--- config.mk ---
export PLATFORM = sky130hd
export DESIGN_NAME = panda_risc_v_long_inst_scoreboard
export DESIGN_NICKNAME = d
export VERILOG_FILES = /design/src/rtl/panda_risc_v_sb_pkg.sv /design/src/rtl/panda_risc_v_sb_outs_cnt.sv /design/src/rtl/panda_risc_v_long_inst_scoreboard.sv
export SDC_FILE = /design/constraint.sdc
export NUM_CORES = 1
export LEC_CHECK = 0
export ABC_AREA = 0
export BUFFER_PORTS_ARGS = -buffer_cell sky130_fd_sc_hd__buf_2
export CORE_MARGIN = 3
export CORE_UTILIZATION = 40
export DETAILED_ROUTE_END_ITERATION = 7
export GPL_ROUTABILITY_DRIVEN = 1
export SLEW_MARGIN = 20
export SYNTH_ARGS = -nofsm -noshare
export SYNTH_HDL_FRONTEND = slang
export SYNTH_SLANG_ARGS = --single-unit
--- constraint.sdc ---
create_clock -name clk -period 4.6 [get_ports clk]
set_clock_uncertainty 0.1 [all_clocks]
set_input_delay 0.92 -clock clk [delete_from_list [all_inputs] [get_ports clk]]
set_output_delay 0.92 -clock clk [all_outputs]
set_load 0.05 [all_outputs]
--- src/rtl/panda_risc_v_sb_pkg.sv ---
// Shared constants for the long-instruction scoreboard: register file size,
// release-port indices and the outstanding-counter width.
package panda_risc_v_sb_pkg;

  localparam int REG_N      = 32;
  localparam int REG_ID_W   = 5;
  localparam int OUTS_CNT_W = 4;

  localparam int RLS_N   = 3;
  localparam int RLS_LSU = 0;
  localparam int RLS_MUL = 1;
  localparam int RLS_DIV = 2;

endpackage

--- src/rtl/panda_risc_v_sb_outs_cnt.sv ---
// Saturating outstanding-instruction counter: +1 per launch, -1 per release.
// Over/underflow saturates the count and raises err for that cycle.
module panda_risc_v_sb_outs_cnt
  import panda_risc_v_sb_pkg::*;
#(
  parameter int OUTS_MAX = 4
) (
  input  logic                  clk,
  input  logic                  rst_n,
  input  logic                  launch,
  input  logic [RLS_N-1:0]      rls,
  output logic [OUTS_CNT_W-1:0] cnt,
  output logic                  full,
  output logic                  idle,
  output logic                  err
);

  localparam logic [OUTS_CNT_W+1:0] MAX_W = (OUTS_CNT_W+2)'(OUTS_MAX);

  logic [OUTS_CNT_W+1:0] up;
  logic [OUTS_CNT_W+1:0] dn;
  logic [OUTS_CNT_W+1:0] diff;
  logic [OUTS_CNT_W-1:0] cnt_nxt;

  always_comb begin
    dn = '0;
    for (int i = 0; i < RLS_N; i++) begin
      dn = dn + {{(OUTS_CNT_W+1){1'b0}}, rls[i]};
    end
    up      = {2'b00, cnt} + {{(OUTS_CNT_W+1){1'b0}}, launch};
    diff    = up - dn;
    err     = 1'b0;
    cnt_nxt = diff[OUTS_CNT_W-1:0];
    if (up < dn) begin
      cnt_nxt = '0;
      err     = 1'b1;
    end else if (diff > MAX_W) begin
      cnt_nxt = MAX_W[OUTS_CNT_W-1:0];
      err     = 1'b1;
    end
  end

  always_ff @(posedge clk or negedge rst_n) begin
    if (!rst_n) cnt <= '0;
    else        cnt <= cnt_nxt;
  end

  assign full = (cnt == MAX_W[OUTS_CNT_W-1:0]);
  assign idle = (cnt == '0);

endmodule

--- src/rtl/panda_risc_v_long_inst_scoreboard.sv ---
// Pending-write bitmap for in-flight long instructions; answers WAW/RAW
// dependency queries from dispatch and reports outstanding/full/idle status.
module panda_risc_v_long_inst_scoreboard
  import panda_risc_v_sb_pkg::*;
#(
  parameter int    OUTS_MAX      = 4,
  parameter string EN_REL_BYPASS = "true"
) (
  input  logic                  clk,
  input  logic                  resetn,
  input  logic [REG_ID_W-1:0]   waw_dpc_check_rd_id,
  output logic                  rd_waw_dpc,
  input  logic [REG_ID_W-1:0]   raw_dpc_check_rs1_id,
  output logic                  rs1_raw_dpc,
  input  logic [REG_ID_W-1:0]   raw_dpc_check_rs2_id,
  output logic                  rs2_raw_dpc,
  input  logic                  launch_valid,
  input  logic [REG_ID_W-1:0]   launch_rd_id,
  input  logic                  launch_rd_vld,
  input  logic                  lsu_rls_valid,
  input  logic [REG_ID_W-1:0]   lsu_rls_rd_id,
  input  logic                  lsu_rls_rd_vld,
  input  logic                  mul_rls_valid,
  input  logic [REG_ID_W-1:0]   mul_rls_rd_id,
  input  logic                  div_rls_valid,
  input  logic [REG_ID_W-1:0]   div_rls_rd_id,
  output logic                  outs_full,
  output logic                  outs_idle,
  output logic [OUTS_CNT_W-1:0] outs_cnt,
  output logic                  sb_err
);

  localparam bit BYPASS = (EN_REL_BYPASS == "true");

  logic [REG_N-1:0] pend;
  logic [REG_N-1:0] pend_nxt;
  logic [REG_N-1:0] clr_vec;
  logic [REG_N-1:0] set_vec;
  logic             err;

  logic launch_set, launch_acc;
  logic lsu_clr, mul_clr, div_clr;
  logic lsu_bad, mul_bad, div_bad;
  logic lsu_ok, mul_ok, div_ok;
  logic dup, cnt_err;
  logic [RLS_N-1:0] rls_eff;

  assign launch_set = launch_valid & launch_rd_vld & (launch_rd_id != '0);

  assign lsu_clr = lsu_rls_valid & lsu_rls_rd_vld & (lsu_rls_rd_id != '0);
  assign mul_clr = mul_rls_valid & (mul_rls_rd_id != '0);
  assign div_clr = div_rls_valid & (div_rls_rd_id != '0);

  // A release is bogus only if its RD is neither pending nor being launched now.
  assign lsu_bad = lsu_clr & ~pend[lsu_rls_rd_id] & ~(launch_set & (launch_rd_id == lsu_rls_rd_id));
  assign mul_bad = mul_clr & ~pend[mul_rls_rd_id] & ~(launch_set & (launch_rd_id == mul_rls_rd_id));
  assign div_bad = div_clr & ~pend[div_rls_rd_id] & ~(launch_set & (launch_rd_id == div_rls_rd_id));

  assign lsu_ok = lsu_clr & ~lsu_bad;
  assign mul_ok = mul_clr & ~mul_bad;
  assign div_ok = div_clr & ~div_bad;

  always_comb begin
    rls_eff          = '0;
    rls_eff[RLS_LSU] = lsu_rls_valid & ~lsu_bad;
    rls_eff[RLS_MUL] = mul_rls_valid & ~mul_bad;
    rls_eff[RLS_DIV] = div_rls_valid & ~div_bad;
  end

  assign launch_acc = launch_valid & ~(outs_full & ~(|rls_eff));

  assign dup = (lsu_ok & mul_ok & (lsu_rls_rd_id == mul_rls_rd_id)) |
               (lsu_ok & div_ok & (lsu_rls_rd_id == div_rls_rd_id)) |
               (mul_ok & div_ok & (mul_rls_rd_id == div_rls_rd_id));

  always_comb begin
    clr_vec = '0;
    set_vec = '0;
    if (lsu_ok) clr_vec[lsu_rls_rd_id] = 1'b1;
    if (mul_ok) clr_vec[mul_rls_rd_id] = 1'b1;
    if (div_ok) clr_vec[div_rls_rd_id] = 1'b1;
    if (launch_acc && launch_set) set_vec[launch_rd_id] = 1'b1;
    pend_nxt = (pend & ~clr_vec) | set_vec;
  end

  always_ff @(posedge clk or negedge resetn) begin
    if (!resetn) begin
      pend <= '0;
      err  <= 1'b0;
    end else begin
      pend <= {pend_nxt[REG_N-1:1], 1'b0};
      err  <= err | cnt_err | lsu_bad | mul_bad | div_bad | dup;
    end
  end

  panda_risc_v_sb_outs_cnt #(.OUTS_MAX(OUTS_MAX)) u_outs_cnt (
    .clk    (clk),
    .rst_n  (resetn),
    .launch (launch_valid),
    .rls    (rls_eff),
    .cnt    (outs_cnt),
    .full   (outs_full),
    .idle   (outs_idle),
    .err    (cnt_err)
  );

  // Bit 0 of pend is held at zero, so x0 queries always miss.
  assign rd_waw_dpc  = pend[waw_dpc_check_rd_id]  & ~(BYPASS & clr_vec[waw_dpc_check_rd_id]);
  assign rs1_raw_dpc = pend[raw_dpc_check_rs1_id] & ~(BYPASS & clr_vec[raw_dpc_check_rs1_id]);
  assign rs2_raw_dpc = pend[raw_dpc_check_rs2_id] & ~(BYPASS & clr_vec[raw_dpc_check_rs2_id]);
  assign sb_err      = err;

endmodule

==> results of run 1 <==
## through the flow
step	worst slack (ns)	hold WS, ns	cells
after floorplan	-0.277	0.410	696
after global placement	-0.918	0.510	1107
after detailed placement	-0.938	0.524	1107
after CTS	-0.418	0.539	1140
after global routing	-0.524	0.587	1152
final	-0.420	0.568	1153
## cell families after synthesis
group | synth area share
and+or+nand+nor | 0.227
adders and majority gates | 0.0255
AOI/OAI and AO/OA | 0.245
muxes | 0.232
xor gates and xnor gates | 0.0512
buffers and inverters | 0.0681
DFF | 0.150
other | 0.000626
## cell usage in the layout, fill, tap and decap left out, drive strengths merged, types with 12 or more instances in the layout
cell type / Yosys / layout
buf: 33 / 319
nand2: 70 / 70
mux4: 41 / 41
dfrtp: 36 / 36
nor2: 34 / 34
inv: 28 / 28
o21ai: 27 / 27
a21oi: 25 / 25
nor3: 25 / 25
nand3: 24 / 24
mux2i: 22 / 22
a211oi: 22 / 22
nor4: 22 / 22
mux2: 21 / 21
xor2: 18 / 18
xnor2: 17 / 17
nand2b: 16 / 16
a221oi: 14 / 14
nor2b: 12 / 12
## sequential cells by signal, indices dropped and copies added, names as in the netlist
register        flops
pend               31
u_outs_cnt.cnt      4
sb_err              1
## area by class of cell
cell class	count	area (um^2)
fillers	1114	4950
clock buffers	5	125
diodes	1	2.50
well taps	184	230
multi-input cells	573	5670
clock inverters	3	23.8
flip-flops and latches	36	901
inverters	30	115
repair buffers	321	2570
## power by group through the flow
stage | registers (W) | clock network [W] | logic (W)
6_report | 0.000515 | 0.000352 | 0.00159
5_1_grt | 0.000515 | 0.000363 | 0.00168
4_1_cts | 0.000499 | 0.000356 | 0.00143
3_5_place_dp | 0.000504 | 0 | 0.00128
3_3_place_gp | 0.000504 | 0 | 0.00126
2_1_floorplan | 0.000525 | 0 | 0.000693
## timing repair
item,in CTS,in global routing
cloned,5,1
gates resized for setup,92,128
setup buffers,21,20
endpoints found under the setup margin,7,7
pin swaps,40,61
endpoints found under the hold margin,0,0
## metal layers
metal | part of all wire | global-route usage | wire length [um] | vias up
met4 | 0.061 | 0.155 | 1810 | 0
li1 | - | - | - | 3269
met3 | 0.11 | 0.0839 | 3320 | 128
met5 | 0 | 0 | 0 | -
met2 | 0.45 | 0.540 | 13100 | 565
met1 | 0.38 | 0.449 | 11200 | 3648
## worst register-to-register path: stages (launching register included)
cell	delay, ns
dfrtp_1	0.44
mux4_2	0.50
nand3b_1	0.14
nand3_2	0.13
a2111oi_4	0.38
buf_6	0.20
buf_12	0.16
nand2_8	0.07
nand2_8	0.12
inv_4	0.04
fa_1	0.50
ha_2	0.21
fa_2	0.35
inv_2	0.08
a21oi_4	0.06
xor2_1	0.14
nand3_1	0.11
a22o_4	0.31
nor3_2	0.15
nand3_1	0.12
## worst max-delay path by stage
| stage | from | cells after the start | end | slack [ns] |
|---|---|---|---|---|
| after floorplan | div_rls_rd_id[0] | 11 | rd_waw_dpc | -0.28 |
| after global placement | mul_rls_rd_id[0] | 16 | rd_waw_dpc | -0.92 |
| after detailed placement | mul_rls_rd_id[0] | 16 | rd_waw_dpc | -0.94 |
| after CTS | mul_rls_rd_id[0] | 14 | rs1_raw_dpc | -0.42 |
| after global routing | lsu_rls_rd_id[0] | 16 | rs2_raw_dpc | -0.52 |
| final | div_rls_rd_id[0] | 15 | rs2_raw_dpc | -0.42 |
==> impl_metrics.json, run 1 <==
{
  "cp.arrival_ns": 4.00,
  "antenna_found_initial": 1,
  "cts-root-buf": "clkbuf_16",
  "ios": 53,
  "clockBufferDepth": 2,
  "hold_start": "pend[2]$_DFF_PN0_",
  "grt_start_max_net_pins": 37,
  "clk_pin_slew_ns": 0.06,
  "status": "finished with violations",
  "io_buffers": 52,
  "synth_area_um2": 5990,
  "drc": 0,
  "rsz0062_at_grt": "true",
  "final-setup-viol-count": 4,
  "worstSetupPathType": "primary input to output pin",
  "max_stage_delay_ns": 0.51,
  "p_seq_frac": 0.209,
  "drive_gt1_frac": 0.544,
  "worstPathMaxFanout": 7,
  "yosysMostFrequentCell": "nand2_1",
  "place.detailed.hpwl_mm": 22.4,
  "synth_area_leaders": "dfrtp_1 15%, mux4_2 14%, nand2_1 4.4%, mux2i_1 3.7%, mux2_2 3.4%",
  "timing.rr.end": "sb_err$_DFF_PN0_",
  "finalPower_w": 0.00246,
  "yosys_warnings": 0,
  "vias": 7610,
  "start_util": 0.411,
  "violations": "setup timing",
  "cp_top_family": "compound AO/OA/AOI/OAI gates",
  "vias_per_cell": 6.60,
  "slowest_stage": "mux4_2",
  "maxSlewHeadroom": 0.442,
  "synth-main-ff-cell": "dfrtp_1",
  "slew_violations": 0,
  "p_clk_frac": 0.143,
  "grt_pass1_wl_mm": 43.6,
  "timing.final.ws_setup_ns": -0.420,
  "yosysTopAreaCellShare": 0.150,
  "core_um2": 14600,
  "cts_hold_buf": 0,
  "p_int_w": 0.00136,
  "min_period_ns": 5.02,
  "async_flop_share": 1.00,
  "ir_drop_v": 0.000392,
  "h-tree-depth": 2,
  "cap_viol_max_count": 0,
  "first_global_vias": 7363,
  "fmax_mhz": 199,
  "synth_top_area_cell": "dfrtp_1",
  "drt-total-wl_mm": 29.4,
  "holdPathStages": 2,
  "switchingPower_w": 0.00110,
  "setup-tns-final_ns": -1.30,
  "swShare": 0.449,
  "hold_class": "flip-flop to flip-flop",
  "worstPathRequired_ns": 3.58,
  "avgRoutedWirePerCell_um": 25.5,
  "dr.pass1.iters": 5,
  "synthesis.nets": 750,
  "cts_buffers": 5,
  "die_w_um": 128,
  "crit_buf_inv": 5,
  "combPwrFrac": 0.647,
  "synthTopCellsByCount": "70 x nand2_1, 38 x mux4_2, 36 x dfrtp_1",
  "leakage_nw": 4.00,
  "grt.total_usage": 0.344,
  "clkLatencyLatePin_ns": 0.30,
  "synth_seq_cells": 36,
  "fin_nets": 1021,
  "rows": 44,
  "cp-end-kind": "output pin",
  "postLayoutCellArea_um2": 9640,
  "gr-total-overflow": 0,
  "place_area_um2": 8050,
  "synth_edf_count": 0,
  "power_density_nw_per_um2": 255,
  "fin_util": 0.660,
  "holdPathEnd": "pend[2]$_DFF_PN0_",
  "die-area_um2": 16500,
  "die_y_um": 128,
  "worstRegToRegCells": 19,
  "seq_area_frac_synth": 0.150,
  "tightest_slew_ns": 0.838,
  "area_growth_pct": 60.8,
  "hold_viol": 0,
  "place_congestion": 1.09,
  "period_share": 1.09,
  "path_cells": "buf_8 > mux4_2 > nand3b_1 > nand3_2 > a2111oi_4 > buf_6 > buf_12 > a21oi_2 > a222oi_1 > buf_4 > mux4_2 > nor3_2 > a41o_1 > a211oi_4 > buf_6",
  "drt_iter0_drc": 1067,
  "synth_cells": 696,
  "syn_area_per_cell_um2": 8.61,
  "ant_nets": 0,
  "cts_sinks": 36,
  "tritoncts": "done",
  "rr_startpoint": "pend[17]$_DFF_PN0_",
  "synth.distinct_cells": 78,
  "rrSetupSlack_ns": 0.16,
  "start_kind": "primary input"
}
No activity file was read; power rests on OpenSTA's default activity.
==> run 2, diff against run 1 <==
--- a/config.mk
+++ b/config.mk
@@ -8,9 +8,10 @@
 export ABC_AREA = 0
 export BUFFER_PORTS_ARGS = -buffer_cell sky130_fd_sc_hd__buf_2
 export CORE_MARGIN = 3
-export CORE_UTILIZATION = 40
+export CORE_UTILIZATION = 62
 export DETAILED_ROUTE_END_ITERATION = 7
 export GPL_ROUTABILITY_DRIVEN = 1
+export PLACE_DENSITY = 0.83
 export SLEW_MARGIN = 20
 export SYNTH_ARGS = -nofsm -noshare
 export SYNTH_HDL_FRONTEND = slang
==> run 2 against run 1 <==
The run now fails in global routing (5_1_grt). Synthesized cell count is the same. Area after synthesis stayed put.
==> impl_metrics.json, run 2 <==
{
  "clockBufferDepth": 2,
  "lastStage": "global routing (5_1_grt)",
  "synth_area_um2": 5990,
  "yosys_warnings": 0,
  "cts_buffers": 5,
  "place_congestion": 1.12,
  "cts-root-buf": "clkbuf_8",
  "synth_top_family_by_area": "compound AO/OA/AOI/OAI gates",
  "seq_area_frac_synth": 0.150,
  "synth_seq_cells": 36,
  "die_y_um": 104,
  "grt_pass1_wl_mm": 63.1,
  "synthXorXnorAreaFrac": 0.0512,
  "synthSimpleGateAreaFrac": 0.227,
  "error": "[ERROR GRT-0116] Global routing finished with congestion. Check the congestion regions in the DRC Viewer.",
  "yosysTopAreaCellShare": 0.150,
  "synth_edf_count": 0,
  "synth-main-ff-cell": "dfrtp_1",
  "rows": 35,
  "grt.total_usage": 0.762,
  "synthMuxAreaShare": 0.232,
  "status": "aborted with a tool error",
  "place.detailed.hpwl_mm": 22.4,
  "syn_area_per_cell_um2": 8.61,
  "die_w_um": 104,
  "yosysMostFrequentCell": "nand2_1",
  "start_util": 0.642,
  "synth_fa_ha_area_frac": 0.0255,
  "cts_sinks": 36,
  "synthesis.nets": 750,
  "synth_compound_area_frac": 0.245,
  "synth_area_leaders": "dfrtp_1 15%, mux4_2 14%, nand2_1 4.4%, mux2i_1 3.7%, mux2_2 3.4%",
  "grt_start_max_net_pins": 37,
  "io_buffers": 52,
  "synth.distinct_cells": 78,
  "h-tree-depth": 2,
  "synth_cells": 696,
  "synth_top_area_cell": "dfrtp_1",
  "synthTopCellsByCount": "70 x nand2_1, 38 x mux4_2, 36 x dfrtp_1",
  "async_flop_share": 1.00,
  "ios": 53,
  "first_global_vias": 10000,
  "gr-total-overflow": 85
}
==> run 2: cell counts after synthesis <==
Identical to the previous run, type by type.
==> run 2: repair_timing <==
action,4_1_cts
setup buffers,20
resized for setup,102
pin swaps,36
setup endpoints to repair,7
hold buffers,0
gates cloned,1
==> run 2: cells by family after synthesis <==
kind of cell | count (synthesis)
AOI/OAI and AO/OA | 192
xor gates and xnor gates | 35
adders and majority gates | 11
buffers and inverters | 87
DFF | 36
muxes | 84
other | 1
and+or+nand+nor | 250
==> run 2: per-layer routing <==
| layer | global-route usage | GRT overflow |
|---|---|---|
| met1 | 0.764 | 0 |
| met2 | 0.931 | 44 |
| met3 | 0.591 | 0 |
| met4 | 0.773 | 41 |
| met5 | 0.238 | 0 |
==> run 2: through the flow <==
| stage | instance area, um^2 | instances | TNS (ns) | util | setup slack [ns] |
|---|---|---|---|---|---|
| 2_1_floorplan | 6060 | 696 | -0.645 | - | -0.277 |
| 3_3_place_gp | 7830 | 1032 | -3.62 | 0.839 | -0.679 |
| 3_5_place_dp | 7830 | 1032 | -4.53 | 0.839 | -0.737 |
| 4_1_cts | 8560 | 1056 | -1.15 | 0.918 | -0.398 |
==> run 3, diff against run 2 <==
--- a/config.mk
+++ b/config.mk
@@ -8,10 +8,10 @@
 export ABC_AREA = 0
 export BUFFER_PORTS_ARGS = -buffer_cell sky130_fd_sc_hd__buf_2
 export CORE_MARGIN = 3
-export CORE_UTILIZATION = 62
+export CORE_UTILIZATION = 40
 export DETAILED_ROUTE_END_ITERATION = 7
 export GPL_ROUTABILITY_DRIVEN = 1
-export PLACE_DENSITY = 0.83
+export PLACE_DENSITY_LB_ADDON = 0.15
 export SLEW_MARGIN = 20
 export SYNTH_ARGS = -nofsm -noshare
 export SYNTH_HDL_FRONTEND = slang
==> run 3 against run 2 <==
The flow now finishes, with violations (setup timing).
==> impl_metrics.json, run 3 (synthesis gave the netlist of run 1 again) <==
{
  "final-setup-viol-count": 6,
  "fin_nets": 1017,
  "die_y_um": 128,
  "clockBufferDepth": 2,
  "hold_viol": 0,
  "final_common_cell": "buf_4",
  "antenna_found_initial": 1,
  "maxSlewHeadroom": 0.399,
  "ant_nets": 0,
  "final_cell_mix": "246 x buf_4, 64 x nand2_1, 41 x buf_2, 38 x mux4_2, 36 x dfrtp_1",
  "power_density_nw_per_um2": 262,
  "tightest_slew_ns": 0.890,
  "first_global_vias": 7364,
  "met1_usage": 0.469,
  "slew_violations": 0,
  "cp.arrival_ns": 4.06,
  "cts_sinks": 36,
  "die-area_um2": 16500,
  "rr_startpoint": "pend[16]$_DFF_PN0_",
  "fmax_mhz": 197,
  "finalPower_w": 0.00244,
  "clk_pin_slew_ns": 0.06,
  "dr.pass1.iters": 6,
  "cts-root-buf": "clkbuf_16",
  "rows": 44,
  "tritoncts": "done",
  "rrSetupSlack_ns": 0.17,
  "worstSetupPathType": "primary input to output pin",
  "ir_drop_v": 0.000469,
  "timing.final.ws_setup_ns": -0.484,
  "cp-end-kind": "output pin",
  "avgRoutedWirePerCell_um": 26.7,
  "cap_viol_max_count": 0,
  "start_kind": "primary input",
  "period_share": 1.11,
  "vias": 7541,
  "leakage_nw": 3.90,
  "h-tree-depth": 2,
  "grt.total_usage": 0.359,
  "gr-total-overflow": 0,
  "rsz0062_at_grt": "true",
  "grt.met3_usage": 0.0764,
  "status": "finished with violations",
  "worstPathRequired_ns": 3.58,
  "place.detailed.hpwl_mm": 23.9,
  "startpoint": "div_rls_rd_id[0]",
  "hold_class": "flip-flop to flip-flop",
  "worstRegToRegCells": 20,
  "violations": "setup timing",
  "dp_slack_ns": -0.839,
  "largest-register": "pend",
  "clkLatencyLatePin_ns": 0.29,
  "fill_cells": 1257,
  "grt_pass1_wl_mm": 44.8,
  "largest_register_ffs": 31,
  "start_util": 0.411,
  "drt_iter0_drc": 825,
  "drt-total-wl_mm": 30.7,
  "drc": 0,
  "ios": 53,
  "io_buffers": 52,
  "drive_gt1_frac": 0.522,
  "top_usage_layer": "met2",
  "worstPathMaxFanout": 6,
  "holdPathStages": 1,
  "cts_buffers": 5,
  "min_period_ns": 5.08,
  "die_w_um": 128,
  "grt_use_met2": 0.575,
  "core_um2": 14600,
  "vias_per_cell": 6.57,
  "diodes": 0,
  "hold_start": "pend[9]$_DFF_PN0_",
  "area_growth_pct": 54.9,
  "grt_start_max_net_pins": 37,
  "place_congestion": 1.01
}
[run 3: layer usage]
metal / wire (um) / vias to the layer above
met3: 2720 / 106
met4: 1600 / 2
met5: 13 / -
met2: 14200 / 455
li1: - / 3261
met1: 12100 / 3717
[run 3: final cells by class]
class	instances	area, um^2	area share
clock buffers	5	125	0.0135
clock inverters	3	46.3	0.00499
inverters	30	115	0.0124
multi-input cells	573	5340	0.575
flip-flops and latches	36	901	0.0970
well taps	184	230	0.0248
repair buffers	317	2530	0.272
[run 3: what timing repair did]
item | 4_1_cts | 5_1_grt
pin swaps | 29 | 31
endpoints found under the hold margin | 0 | 0
hold buffers | 0 | 0
resized for setup | 92 | 61
setup buffers | 17 | 13
gates cloned | 3 | 0
setup endpoints to repair | 6 | 7
[run 3: metrics by stage]
| step | area, um^2 | setup TNS, ns | utilization | std cells | hold WS (ns) |
|---|---|---|---|---|---|
| after floorplan | 6060 | -0.645 | - | 696 | 0.410 |
| after global placement | 8110 | -3.89 | 0.556 | 1112 | 0.474 |
| after detailed placement | 8110 | -4.17 | 0.556 | 1112 | 0.478 |
| after CTS | 8900 | -1.47 | 0.610 | 1140 | 0.499 |
| after global routing | 9280 | -2.32 | 0.636 | 1148 | 0.548 |
| final | 9280 | -1.69 | 0.636 | 1148 | 0.513 |
[run 3: critical path, cell delays in order]
cell       delay [ns]
buf_12           0.09
mux4_2           0.50
nand3b_1         0.15
nand3_2          0.12
a2111oi_4        0.41
clkbuf_16        0.23
buf_12           0.13
buf_12           0.11
a211oi_4         0.06
a221oi_2         0.30
buf_4            0.20
mux2i_1          0.07
a22oi_1          0.18
a32oi_2          0.19
a41oi_4          0.21
buf_6            0.18
[run 3: report_power, final]
part | internal, W | total [W] | leakage, nW | switching [W]
clock | 0.000258 | 0.000402 | 0.0804 | 0.000144
sequential | 0.000392 | 0.000525 | 0.462 | 0.000134
combinational | 0.000719 | 0.00151 | 3.36 | 0.000788
total | 0.00137 | 0.00244 | 3.90 | 0.00107
[run 3: final timing paths]
check	to
max	rs1_raw_dpc
min	pend[9]$_DFF_PN0_
max reg2reg	sb_err$_DFF_PN0_
min reg2reg	pend[9]$_DFF_PN0_
max in group asynchronous	u_outs_cnt.cnt[0]$_DFF_PN0_
min in group asynchronous	pend[24]$_DFF_PN0_
==> run 4, diff against run 3 <==
--- a/config.mk
+++ b/config.mk
@@ -7,8 +7,10 @@
 export LEC_CHECK = 0
 export ABC_AREA = 0
 export BUFFER_PORTS_ARGS = -buffer_cell sky130_fd_sc_hd__buf_2
+export CELL_PAD_IN_SITES_DETAIL_PLACEMENT = 1
+export CELL_PAD_IN_SITES_GLOBAL_PLACEMENT = 2
 export CORE_MARGIN = 3
-export CORE_UTILIZATION = 40
+export CORE_UTILIZATION = 38
 export DETAILED_ROUTE_END_ITERATION = 7
 export GPL_ROUTABILITY_DRIVEN = 1
 export PLACE_DENSITY_LB_ADDON = 0.15
==> run 4 against run 3 <==
The run still ends with setup timing left. Wire length up 20%. Setup slack worse by 0.093 ns. Global-route usage up 3.4 points. Sequential cell count unchanged. Power up 3.5%. Cell area up 3.4%. Sequential share of layout area down 0.32 points. Clock-buffer cell count unchanged. Sequential power about the same. Highest routed layer is now met4. Clock power up 2%. Hold slack better by 0.077 ns.
==> impl_metrics.json, run 4 (synthesis gave the netlist of run 1 again) <==
{
  "vias": 8120,
  "multi_input_area_um2": 5510,
  "leakage_nw": 4.03,
  "worstPathMaxFanout": 7,
  "clk_pin_slew_ns": 0.06,
  "swShare": 0.458,
  "die_w_um": 132,
  "clockBufferDepth": 2,
  "slowest_stage": "nor4_4",
  "combPwrFrac": 0.628,
  "min_period_ns": 5.18,
  "worstPathRequired_ns": 3.58,
  "final-setup-viol-count": 6,
  "power_density_nw_per_um2": 263,
  "grt_start_max_net_pins": 37,
  "h-tree-depth": 2,
  "cp.arrival_ns": 4.16,
  "period_share": 1.13,
  "io_buffers": 52,
  "switchingPower_w": 0.00116,
  "avgRoutedWirePerCell_um": 30.9,
  "path_cells": "buf_2 > mux4_2 > nor2b_4 > nor4_4 > and4bb_4 > a211oi_4 > a211oi_2 > buf_4 > mux4_2 > a22oi_2 > a41oi_4 > buf_6",
  "finalPower_w": 0.00252,
  "ios": 53,
  "violations": "setup timing",
  "slew_violations": 0,
  "drt_iter0_drc": 1082,
  "setup-tns-final_ns": -2.10,
  "drive_gt1_frac": 0.532,
  "start_kind": "primary input",
  "cts_sinks": 36,
  "rr_startpoint": "pend[4]$_DFF_PN0_",
  "fmax_mhz": 193,
  "crit_buf_inv": 3,
  "ir_drop_v": 0.000407,
  "hold_viol": 0,
  "fill_cells": 1737,
  "ant_nets": 0,
  "area_growth_pct": 60.2,
  "dr.pass1.iters": 5,
  "drc": 0,
  "final_common_cell": "buf_4",
  "drt-total-wl_mm": 36.7,
  "cp_common_cell": "mux4_2",
  "worstSetupPathType": "primary input to output pin",
  "largest_register_ffs": 31,
  "die-area_um2": 17300,
  "start_util": 0.391,
  "rsz0062_at_grt": "true",
  "max_stage_delay_ns": 0.48,
  "cp_top_family": "compound AO/OA/AOI/OAI gates",
  "p_clk_frac": 0.162,
  "hold_ws_ns": 0.589,
  "gr-total-overflow": 0,
  "fin_nets": 1030,
  "grt_pass1_wl_mm": 52.5,
  "antenna_found_initial": 1,
  "vias_per_cell": 6.83,
  "rows": 45,
  "p_seq_frac": 0.209,
  "place_congestion": 1.04,
  "tightest_slew_ns": 0.853,
  "hold_class": "flip-flop to flip-flop",
  "first_global_vias": 8193,
  "place_area_um2": 8170,
  "postLayoutCellArea_um2": 9600,
  "tritoncts": "done",
  "die_y_um": 132,
  "p_int_w": 0.00137,
  "final_cell_mix": "252 x buf_4, 66 x nand2_1, 41 x buf_2, 38 x mux4_2, 36 x dfrtp_1",
  "timing.final.ws_setup_ns": -0.577,
  "cts-root-buf": "clkbuf_16",
  "grt.total_usage": 0.394,
  "cap_viol_max_count": 0,
  "largest-register": "pend",
  "maxSlewHeadroom": 0.432,
  "regArea_um2": 901,
  "startpoint": "mul_rls_rd_id[1]",
  "core_um2": 15300,
  "clkLatencyLatePin_ns": 0.29,
  "status": "finished with violations",
  "place.detailed.hpwl_mm": 26.2,
  "cp-end-kind": "output pin",
  "hold_start": "pend[3]$_DFF_PN0_",
  "cts_buffers": 5
}
[run 4: power groups by stage]
stage | clock network, W | logic (W) | registers (W)
2_1_floorplan | 0 | 0.000693 | 0.000525
3_3_place_gp | 0 | 0.00124 | 0.000513
3_5_place_dp | 0 | 0.00129 | 0.000520
4_1_cts | 0.000412 | 0.00146 | 0.000517
5_1_grt | 0.000425 | 0.00166 | 0.000526
6_report | 0.000409 | 0.00158 | 0.000528
[run 4: cell type report]
class / count / share of cell area
inverters: 30 / 0.0120
clock inverters: 3 / 0.00482
multi-input cells: 574 / 0.574
clock buffers: 5 / 0.0130
well taps: 211 / 0.0275
flip-flops and latches: 36 / 0.0939
diodes: 1 / 0.000261
repair buffers: 329 / 0.274
[run 4: metal layers]
layer	wire length (um)	track usage	vias to the layer above
met2	16600	0.641	559
met3	3350	0.0792	165
met5	0	0	-
li1	-	-	3285
met1	14500	0.510	4111
met4	2290	0.164	0
[run 4: final timing paths]
| check | endpoint | slack [ns] | cells after the start |
|---|---|---|---|
| min in group asynchronous | pend[12]$_DFF_PN0_ | 0.64 | 1 |
| hold reg to reg | pend[3]$_DFF_PN0_ | 0.59 | 2 |
| setup reg to reg | sb_err$_DFF_PN0_ | -0.01 | 22 |
| hold / removal | pend[3]$_DFF_PN0_ | 0.59 | 2 |
| setup / recovery | rs1_raw_dpc | -0.58 | 12 |
| max in group asynchronous | pend[20]$_DFF_PN0_ | 3.23 | 1 |
[run 4: metrics by stage]
| stage | util | setup slack [ns] | std cells |
|---|---|---|---|
| global placement | 0.533 | -0.774 | 1142 |
| detailed placement | 0.533 | -0.828 | 1142 |
| finish | 0.627 | -0.577 | 1189 |
| floorplan | - | -0.277 | 696 |
| CTS | 0.602 | -0.517 | 1181 |
| global route | 0.626 | -0.629 | 1188 |
[run 4: timing repair]
action	4_1_cts	5_1_grt
hold endpoints to repair	0	0
pin swaps	40	36
cloned	1	1
endpoints found under the setup margin	7	7
setup buffers	33	12
hold buffers	0	0
resized for setup	133	58
[run 4: tightest hold or removal path, stage by stage (launching register included)]
cell	delay (ns)
dfrtp_1	0.49
nand2_1	0.09
o21ai_0	0.06
